<file path="config.mk">
export PLATFORM = sky130hd
export DESIGN_NAME = pio_in_capture
export DESIGN_NICKNAME = d
export VERILOG_FILES = /design/src/rtl/pio_in_capture.sv
export SDC_FILE = /design/constraint.sdc
export NUM_CORES = 1
export LEC_CHECK = 0
export ABC_CLOCK_PERIOD_IN_PS = 3100
export BUFFER_PORTS_ARGS = -buffer_cell sky130_fd_sc_hd__buf_4
export CAP_MARGIN = 20
export CORE_ASPECT_RATIO = 0.75
export CORE_MARGIN = 2
export CORE_UTILIZATION = 35
export CTS_BUF_LIST = sky130_fd_sc_hd__clkbuf_2
export DETAILED_ROUTE_END_ITERATION = 16
export PLACE_DENSITY = 0.81
export SETUP_SLACK_MARGIN = 0.02
export SYNTH_ARGS = -nofsm -noshare
export SYNTH_HDL_FRONTEND = slang
export SYNTH_SLANG_ARGS = --single-unit
</file>
<file path="constraint.sdc">
create_clock -name clk_clk -period 3.1 [get_ports clk_clk]
set_input_delay 0.155 -clock clk_clk [delete_from_list [all_inputs] [get_ports clk_clk]]
set_output_delay 0.155 -clock clk_clk [all_outputs]
set_load 0.05 [all_outputs]
</file>
<file path="src/rtl/pio_in_capture.sv">
// pio_in_capture: fabric-side input PIO read back by the HPS over the
// lightweight bridge. Synchronizes external inputs, optionally debounces
// them, captures configured edges into sticky flags and raises a level
// interrupt. Avalon-MM agent with a fixed read latency of one clock.
//
// Optional feature: define PIO_IN_DEBOUNCE_EN to insert a per-bit
// debounce counter of DEBOUNCE_CYCLES stable clocks between the
// synchronizer and the accepted level. Without it, the accepted level
// simply follows the synchronizer one clock later.
//
// Parameters:
//   WIDTH            number of input bits (1..16)
//   DEBOUNCE_CYCLES  clocks a new level must persist (>=2, debounce only)
// Ports:
//   clk_clk            single clock, rising edge
//   reset_reset        asynchronous active-high reset
//   avs_address        word address (0 DATA, 1 MASK, 2 CAPTURE, 3 EDGECFG)
//   avs_read           read strobe
//   avs_write          write strobe
//   avs_writedata      write data
//   avs_readdata       read data, valid with avs_readdatavalid
//   avs_readdatavalid  one-clock pulse one clock after an accepted read
//   avs_waitrequest    always 0
//   pio_in             asynchronous external inputs
//   irq                registered level interrupt

module pio_in_capture #(
   parameter int WIDTH           = 2,
   parameter int DEBOUNCE_CYCLES = 1000
) (
   input  logic             clk_clk,
   input  logic             reset_reset,
   input  logic [1:0]       avs_address,
   input  logic             avs_read,
   input  logic             avs_write,
   input  logic [31:0]      avs_writedata,
   output logic [31:0]      avs_readdata,
   output logic             avs_readdatavalid,
   output logic             avs_waitrequest,
   input  logic [WIDTH-1:0] pio_in,
   output logic             irq
);

   localparam logic [1:0] ADDR_DATA    = 2'd0;
   localparam logic [1:0] ADDR_MASK    = 2'd1;
   localparam logic [1:0] ADDR_CAPTURE = 2'd2;
   localparam logic [1:0] ADDR_EDGECFG = 2'd3;

   // Input path
   logic [WIDTH-1:0] meta;
   logic [WIDTH-1:0] sync;
   logic [WIDTH-1:0] stable;
   logic [WIDTH-1:0] stable_q;
   logic [WIDTH-1:0] rise;
   logic [WIDTH-1:0] fall;

   // Register file
   logic [WIDTH-1:0] mask;
   logic [WIDTH-1:0] capture;
   logic [WIDTH-1:0] rise_en;
   logic [WIDTH-1:0] fall_en;

   // Next-state terms
   logic             wr_mask;
   logic             wr_capture;
   logic             wr_edgecfg;
   logic [WIDTH-1:0] mask_next;
   logic [WIDTH-1:0] cap_set;
   logic [WIDTH-1:0] cap_clr;
   logic [WIDTH-1:0] capture_next;
   logic [31:0]      rd_word;

   // Only the low WIDTH bits of each field are decoded.
   logic             unused_wdata;
   assign unused_wdata = ^avs_writedata;

   assign avs_waitrequest = 1'b0;

   // Two-flop synchronizer per bit
   always_ff @(posedge clk_clk or posedge reset_reset) begin
      if (reset_reset) begin
         meta <= '0;
         sync <= '0;
      end else begin
         meta <= pio_in;
         sync <= meta;
      end
   end

`ifdef PIO_IN_DEBOUNCE_EN
   localparam int CNT_W = (DEBOUNCE_CYCLES > 2) ? $clog2(DEBOUNCE_CYCLES) : 1;
   localparam logic [CNT_W-1:0] CNT_LAST = CNT_W'(DEBOUNCE_CYCLES - 1);

   logic [CNT_W-1:0] count [WIDTH];

   // A differing synchronized level must persist for DEBOUNCE_CYCLES
   // consecutive clocks; any return to the accepted level restarts it.
   always_ff @(posedge clk_clk or posedge reset_reset) begin
      if (reset_reset) begin
         stable <= '0;
         for (int i = 0; i < WIDTH; i++) begin
            count[i] <= '0;
         end
      end else begin
         for (int i = 0; i < WIDTH; i++) begin
            if (sync[i] == stable[i]) begin
               count[i] <= '0;
            end else if (count[i] == CNT_LAST) begin
               stable[i] <= sync[i];
               count[i]  <= '0;
            end else begin
               count[i] <= count[i] + CNT_W'(1);
            end
         end
      end
   end
`else
   localparam int unused_debounce = DEBOUNCE_CYCLES;

   always_ff @(posedge clk_clk or posedge reset_reset) begin
      if (reset_reset) begin
         stable <= '0;
      end else begin
         stable <= sync;
      end
   end
`endif

   always_ff @(posedge clk_clk or posedge reset_reset) begin
      if (reset_reset) begin
         stable_q <= '0;
      end else begin
         stable_q <= stable;
      end
   end

   assign rise = stable & ~stable_q;
   assign fall = ~stable & stable_q;

   // Write decode
   assign wr_mask    = avs_write && (avs_address == ADDR_MASK);
   assign wr_capture = avs_write && (avs_address == ADDR_CAPTURE);
   assign wr_edgecfg = avs_write && (avs_address == ADDR_EDGECFG);

   assign mask_next = wr_mask ? avs_writedata[WIDTH-1:0] : mask;
   assign cap_set   = (rise & rise_en) | (fall & fall_en);
   assign cap_clr   = wr_capture ? avs_writedata[WIDTH-1:0] : '0;

   // Clear first, then set: a new edge wins over a same-cycle W1C.
   assign capture_next = (capture & ~cap_clr) | cap_set;

   always_ff @(posedge clk_clk or posedge reset_reset) begin
      if (reset_reset) begin
         mask    <= '0;
         capture <= '0;
         rise_en <= '0;
         fall_en <= '0;
         irq     <= 1'b0;
      end else begin
         mask    <= mask_next;
         capture <= capture_next;
         if (wr_edgecfg) begin
            rise_en <= avs_writedata[WIDTH-1:0];
            fall_en <= avs_writedata[16 +: WIDTH];
         end
         // Uses the post-write mask and capture so irq tracks them
         // with exactly one clock of delay.
         irq <= |(capture_next & mask_next);
      end
   end

   // Read mux sees pre-write register values.
   always_comb begin
      rd_word = '0;
      case (avs_address)
         ADDR_DATA:    rd_word[WIDTH-1:0] = stable;
         ADDR_MASK:    rd_word[WIDTH-1:0] = mask;
         ADDR_CAPTURE: rd_word[WIDTH-1:0] = capture;
         ADDR_EDGECFG: begin
            rd_word[WIDTH-1:0]  = rise_en;
            rd_word[16 +: WIDTH] = fall_en;
         end
         default:      rd_word = '0;
      endcase
   end

   always_ff @(posedge clk_clk or posedge reset_reset) begin
      if (reset_reset) begin
         avs_readdata      <= '0;
         avs_readdatavalid <= 1'b0;
      end else begin
         avs_readdatavalid <= avs_read;
         if (avs_read) begin
            avs_readdata <= rd_word;
         end
      end
   end

endmodule

</file>
==> impl_metrics.toml <==
[synth]
synth_area_mm2 = 0.00109
synth.distinct_cells = 21
yosys_warnings = 0
seq_area_frac_synth_pct = 50.3
synthCells = 86
synth_enable_flop_cells = 0
synth_top_area_cell = "dfrtp_1"
synth_seq_cells = 22
synth_top_area_share_pct = 50.3
syn_avg_cell_area_um2 = 12.7
synth-async-reset-ratio_pct = 100
synthTopCellsByArea = "dfrtp_1 (50%), buf_4 (20%), mux2_2 (5.1%), mux4_2 (4.1%), nand4b_4 (2.2%)"
synth_most_common_cell = "buf_4"
synth_common_cells = "buf_4 (29), dfrtp_1 (22), inv_1 (6), mux2_2 (5), o21ai_0 (3)"
ys.flop_type = "dfrtp_1"

[power_and_ir_drop]
cellPowerDensity_mw_per_mm2 = 640
clock_power_share_pct = 24.9
combPwrFrac_pct = 30.5
power_switching_share_pct = 34.7
power.switching_uw = 271
leakagePower_nw = 0.608
irDropWorstVdd_mv = 0.330
seq_power_share_pct = 44.5
p_int_uw = 509
power_uw = 780

[final_layout]
drive_gt1_share_pct = 29.6
multi_input_area_um2 = 387
fin_cells = 146
ff_latch_area_um2 = 551
syn2layout_area_growth_pct = 11.4
fin_util_pct = 41.3
fin_nets = 149
diodes = 0
final_area_mm2 = 0.00122
num-fill-cells = 283

[cts]
cts_buffers = 3
cts_tree = "yes"
cts_max_path_buffers = 2
clkSlewWorstSetupHoldPaths_ns = 0.19
cts_max_level = 1
cts_resized = 0
cts_hold_buf = 4
cts.sinks = 22
clock-root-buffer = "clkbuf_2"
post_cts_buffers = 0
clock_latency_ns = 0.32

[worst_setup_path]
crit_start = "stable[0]$_DFF_PP0_"
worst_ep_required_time_ns = 3.34
r2r_cells = 2
rrSetupSlack_ns = 1.83
critPathKind = "flop to flop"
timing.rr.end = "avs_readdata[0]$_DFFE_PP0P_"
cp_max_fo = 4
regToRegStartpoint = "stable[0]$_DFF_PP0_"
crit_arrival_ns = 1.50
end_kind = "flop"
cp-start-kind = "flop"

[timing]
slew_headroom_pct = 47.3
fmax_mhz = 789
rsz0062_at_grt = "false"
finalClockSkew_ns = 0.00175
postLayoutSetupSlackWorst_ns = 1.83
fin_crit_sh_pct = 40.9
setup_viol_count_final = 0
hold_viol = 0
fin_hold_ws_ns = 0.0466
setup_tns_ns = 0
slew_violations = 0
min_period_ns = 1.27
worstMarginPinSlew_ns = 0.790

[detailed_routing]
drtIter0Drc = 6
antenna_left = 0
vias_per_cell = 4.17
vias = 609
drt_wl_total_mm = 1.55
wl_per_cell_um = 10.6
dr.pass1.iters = 2
drc = 0

[place]
dp_slack_ns = 1.87
portBuffers = 17
place_area_mm2 = 0.00113
dpl.cell_count = 138
finalWeightedCongestion = 0.857

[global_route]
grt_usage_pct = 9.66
grt_pass1_vias = 554
antenna_found_initial = 0
grt_max_degree = 23
grt.overflow.total = 0
grt_pass1_wl_mm = 2.46

[floorplan]
die_area_mm2 = 0.00360
die-height_um = 52.4
row_count = 17
initial_core_util_pct = 37.0
core_mm2 = 0.00296
die-width_um = 68.6
io_pins = 75

[hold_path]
hold_end = "fall_en[0]$_DFFE_PP0P_"
worstHoldPathCells = 2
hold_path_class = "primary input to flop"
worstHoldStart = "avs_writedata[16]"

[run_status]
outcome = "finished clean"

[job]
maxCapViolCount = 0
[logic make-up (layout without fill, tap and decap cells)]
family          count (synthesis)  after routing  share of synthesized area [%]
buf+inv                        37             31                           24.0
other cells                     1             29                          0.343
mux                             9              9                           11.5
simple gates                   11             11                           8.34
compound gates                  6              6                           5.49
flops                          22             22                           50.3
[cell type report]
cell class                      count  share of cell area, %
Clock buffer                        3                   1.23
Multi-Input combinational cell     55                   31.7
Inverter                            6                   1.85
Clock inverter                      1                   2.46
Sequential cell                    22                   45.1
Timing Repair Buffer               21                   13.7
Tap cell                           38                   3.90
[layout by cell type, fill, tap and decap left out, drive strengths merged, types with 2 or more instances in the layout]
master	Yosys	routed
nand4	2	2
and3b	2	2
nor2b	2	2
dfrtp	22	22
clkbuf	0	3
mux2	6	6
dlygate4sd3	0	4
mux4	2	2
nand4b	2	2
conb	1	29
buf	31	17
o21ai	3	3
inv	6	6
[power by group through the flow]
stage | Combinational [mW] | Sequential, mW | Clock (mW)
3_5_place_dp | 0.236 | 0.354 | 0
6_report | 0.238 | 0.348 | 0.195
4_1_cts | 0.240 | 0.348 | 0.201
2_1_floorplan | 0.171 | 0.396 | 0
3_3_place_gp | 0.232 | 0.351 | 0
5_1_grt | 0.253 | 0.354 | 0.212
[metal layers]
layer | track usage (%) | part of all wire, % | up-vias
li1 | - | - | 275
met1 | 11.7 | 42 | 291
met4 | 2.67 | 1.5 | 0
met5 | 0 | 0 | -
met2 | 15.2 | 47 | 39
met3 | 4.73 | 10 | 4
[worst max-delay path by stage]
stage,to
after floorplan,avs_readdata[0]$_DFFE_PP0P_
after global placement,avs_readdata[1]$_DFFE_PP0P_
after detailed placement,avs_readdata[0]$_DFFE_PP0P_
after CTS,avs_readdata[0]$_DFFE_PP0P_
after global routing,avs_readdata[0]$_DFFE_PP0P_
final,avs_readdata[0]$_DFFE_PP0P_
[flip-flops by register name (all words and copies together), names as in the netlist]
name               cells
avs_readdata           4
avs_readdatavalid      1
capture                2
fall_en                2
irq                    1
mask                   2
meta                   2
rise_en                2
stable                 2
stable_q               2
sync                   2
[critical path, stage by stage, from the launching register on]
cell and delay, ns:
dfrtp_1 0.46, mux4_2 0.46, mux2_2 0.27
Note: power is estimated with default switching activity, not from simulation.
